==> config.mk <==
export PLATFORM = sky130hd
export DESIGN_NAME = fifo_sync
export DESIGN_NICKNAME = d
export VERILOG_FILES = /design/src/rtl/fifo_sync.sv
export SDC_FILE = /design/constraint.sdc
export NUM_CORES = 1
export LEC_CHECK = 0
export CORE_MARGIN = 5
export CORE_UTILIZATION = 50
export CTS_CLUSTER_DIAMETER = 30
export DETAILED_ROUTE_END_ITERATION = 8
export PLACE_DENSITY_LB_ADDON = 0.3
export SLEW_MARGIN = 25
export SYNTH_ARGS = -nofsm -noshare
export SYNTH_HDL_FRONTEND = slang
export SYNTH_SLANG_ARGS = --single-unit
==> constraint.sdc <==
create_clock -name clk -period 2.4 [get_ports clk]
set_input_delay 0.24 -clock clk [delete_from_list [all_inputs] [get_ports clk]]
set_output_delay 0.24 -clock clk [all_outputs]
set_load 0.01 [all_outputs]
==> src/rtl/fifo_sync.sv <==
// Synchronous first-word-fall-through FIFO with registered full/empty flags.
// Define FIFO_STATUS_EN to add level/overflow/underflow status outputs.
module fifo_sync #(
    parameter int DATA_WIDTH = 8,
    parameter int ADDR_WIDTH = 2
) (
    input  logic                  clk,
    input  logic                  rst_n,
    input  logic                  wr,
    input  logic [DATA_WIDTH-1:0] w_data,
    input  logic                  rd,
    output logic [DATA_WIDTH-1:0] r_data,
    output logic                  full,
    output logic                  empty
`ifdef FIFO_STATUS_EN
    ,
    output logic [ADDR_WIDTH:0]   level,
    output logic                  overflow,
    output logic                  underflow
`endif
);

    localparam int DEPTH = 2 ** ADDR_WIDTH;

    logic [DATA_WIDTH-1:0] mem [DEPTH];
    logic [ADDR_WIDTH-1:0] w_ptr, r_ptr;
    logic [ADDR_WIDTH-1:0] w_ptr_inc, r_ptr_inc;
    logic                  push, pop;

    // A full FIFO still takes a push when a pop frees the head slot in the same cycle.
    assign push      = wr & (~full | rd);
    assign pop       = rd & ~empty;
    assign w_ptr_inc = w_ptr + ADDR_WIDTH'(1);
    assign r_ptr_inc = r_ptr + ADDR_WIDTH'(1);
    assign r_data    = mem[r_ptr];

    // Storage is deliberately left unreset.
    always_ff @(posedge clk) begin
        if (push)
            mem[w_ptr] <= w_data;
    end

    always_ff @(posedge clk or negedge rst_n) begin
        if (!rst_n) begin
            w_ptr <= '0;
            r_ptr <= '0;
            full  <= 1'b0;
            empty <= 1'b1;
        end else begin
            if (push)
                w_ptr <= w_ptr_inc;
            if (pop)
                r_ptr <= r_ptr_inc;
            case ({push, pop})
                2'b10: begin
                    empty <= 1'b0;
                    full  <= (w_ptr_inc == r_ptr);
                end
                2'b01: begin
                    full  <= 1'b0;
                    empty <= (r_ptr_inc == w_ptr);
                end
                default: ;
            endcase
        end
    end

`ifdef FIFO_STATUS_EN
    always_ff @(posedge clk or negedge rst_n) begin
        if (!rst_n) begin
            level     <= '0;
            overflow  <= 1'b0;
            underflow <= 1'b0;
        end else begin
            case ({push, pop})
                2'b10:   level <= level + (ADDR_WIDTH + 1)'(1);
                2'b01:   level <= level - (ADDR_WIDTH + 1)'(1);
                default: ;
            endcase
            if (wr && !push)
                overflow <= 1'b1;
            if (rd && empty)
                underflow <= 1'b1;
        end
    end
`endif

endmodule

==> metrics <==
global-route wire length before repair=~4000 um; Internal=1.47 mW; Placed Cells incl. Taps=142; worst path arrival time=1.96 ns; CP peak stage delay=0.49 ns; Initial Util=around half; Clock Root Buffer=clkbuf_4; Num CTS Buffers=5; worst rel slew slack=around two thirds; share of the synthesized area in the top cell type=61.9%; CTS Hold Buffers Added=0; Max Cap Viol=0; grt ovf=0; post-synthesis cell type count=20; Comb pwr share=roughly 37%; #FFs+latches synth=38; worst slew pin tran=approximately 0.52 ns; CTS clk-pin slew, worst paths=0.12 ns; height of the die=65.7 um; GPL Wtd Cong=0.703; CP cell instances=buf_4 -> mux4_2 -> clkdlybuf4s50_1; Finished Layout Cells=150; 1st-pass router iterations=2; fraction of registers with async set/reset=15.8%; clk_skew=0.0110 ns; Cell Rows=20; post-synthesis instance total=77; Setup TNS=0 ns; f_max=approximately 0.45 GHz; Mapped Nets=94; register area=1110 sq um; Avg Cell Area, Syn=20.2 sq um; CTS max path bufs=2; # fillers=218; Placed Area=between 1500 and 2000 sq um; Peak VDD IR=0.549 mV; fraction of layout cells with a size suffix above 1=17.9%; PwrDens=1120 nW/um^2; EDFF count, synth=32; vias per std cell=5.09; Reg power frac=47.1%; die area=4320 sq um; Synth Warn #=0; CP bufs+invs=2; final instance area=1880 sq um; PortBufs=21; status=complete, no violations; post-synth design cell area=1550 sq um; 1st-iter DRT viols=23; sequential fraction of the synthesis area=71.6%; final-report hold violation count=0; Clock power frac=16.3%; core area=3030 sq um; cell with the most instances after synthesis=edfxtp_1; CP required=2.16 ns; CTS tree=done; initial antenna violation count=0; critical-path maximum fanout=6; NetSw=645 uW; CTS resizes=0; Area Overhead vs Synth=21.2%; ANT nets after route=0; Die W=65.7 um; Tot GR Track Use=13.8%; Top delay family on crit path=buffers and inverters; Net Sw Frac=a little under a third; vias in the first global route=836; Setup CP Type=flip-flop to output pin; P_leak=0.661 nW; post-CTS setup buffers=0; CP max-delay cell=mux4_2; top_reg_cell synth=edfxtp_1; post-DR wirelength/cell=16.6 um; largest cells by area after synthesis=edfxtp_1 (62%), dfrtp_1 (8.1%), mux4_2 (7.3%); IO Pins=22; CTS Sinks=38; H-tree depth=2; final net count=around 120; largest net degree at the start of global routing=13; biggest area consumer among synthesized cells=edfxtp_1; wirelength, routed=roughly 2500 um; Residual DRC=0; startpoint types=flip-flop; Setup crit end kind=output pin; RSZ-0062 raised after global routing=no; period utilisation layout=91.6%; routed via count=763; Slew Limit Fails=0; Post-synth top cells=edfxtp_1 (32), dfrtp_1 (5), ha_1 (5), mux4_2 (5); footprint of the multi-input gates=409 sq um; Hold Crit Class=input port to asynchronous set/reset pin; DP HPWL=1740 um; setup violators final=0; Antenna diodes=0; Min Clock Period, post-route=2.20 ns; worst skew pair latency=around 0.34 ns
[flip-flops by register name, indices dropped and copies added (netlist names)]
| signal | cells |
|---|---|
| mem | 32 |
| r_ptr | 2 |
| w_ptr | 2 |
| empty | 1 |
| full | 1 |
[per-stage QoR]
step	power [mW]	worst slack (ns)	hold slack, ns	utilization, %
6_report	2.11	0.202	0.122	62.1
5_1_grt	2.26	0.0743	0.102	62.1
4_1_cts	2.15	0.0498	0.118	62.1
3_5_place_dp	1.80	0.407	0.506	60.0
3_3_place_gp	1.78	0.459	0.501	60.0
2_1_floorplan	1.46	0.837	-0.0556	-
[final cells by class]
| type | count | share of cell area [%] |
|---|---|---|
| sequential | 38 | 59.2 |
| multi-input combinational | 33 | 21.7 |
| timing repair buffer | 23 | 12.0 |
| tap | 44 | 2.93 |
| clock buffer | 6 | 2.73 |
| inverter | 4 | 0.798 |
| clock inverter | 2 | 0.665 |
[power by group through the flow]
stage	Combinational, mW	Sequential (mW)	Clock [mW]
global route	0.834	1.02	0.400
finish	0.773	0.997	0.345
floorplan	0.509	0.954	0
detailed placement	0.785	1.02	0
global placement	0.772	1.01	0
CTS	0.785	1.00	0.359
[worst paths after layout]
kind / endpoint / start / cells past startpoint / slack, ns
max in group asynchronous: empty / rst_n / 1 / 2.00
worst max-delay path: r_data[4] / r_ptr[0] / 3 / 0.20
worst min register to register: full / full / 2 / 0.52
worst min-delay path: w_ptr[0] / rst_n / 1 / 0.12
min in group clk: full / full / 2 / 0.52
worst max register to register: empty / full / 6 / 0.69
[kinds of logic (layout without fill, tap and decap cells)]
family	count (synthesis)	in the layout	share of synthesized area (%)
muxes	9	9	13.1
buffers and inverters	6	35	2.01
and+or+nand+nor	10	10	3.71
AOI/OAI and AO/OA	3	3	2.18
adders and majority gates	5	5	4.03
xor gates and xnor gates	6	6	3.38
DFF	38	38	71.6
[cell usage in the layout, fill, tap and decap left out, drive strengths merged]
cell type,count
a221o,1
edfxtp,32
inv,4
dfrtp,5
o41ai,1
nor4b,1
mux4,8
clkdlybuf4s50,21
nand2,3
dfstp,1
ha,5
nor4,1
mux2,1
xor2,2
and2,4
clkinvlp,1
xnor2,4
nor2b,1
clkbuf,6
clkinv,1
buf,2
o21a,1
[worst reg2reg max path: stages (launching register included)]
cell and delay [ns]:
dfrtp_1 0.41, inv_1 0.06, o21a_1 0.23, inv_1 0.08, ha_1 0.36, nor4b_1 0.33
a221o_1 0.19
[routing by layer]
metal  wire length, um  global-route usage (%)  vias up
met5                 0                       0        -
met4                60                    6.99        0
met3                99                    5.30        7
met2              1310                    23.2       14
met1              1020                    15.2      385
li1                  -                       -      357
Power figures use the tool's default switching activity.
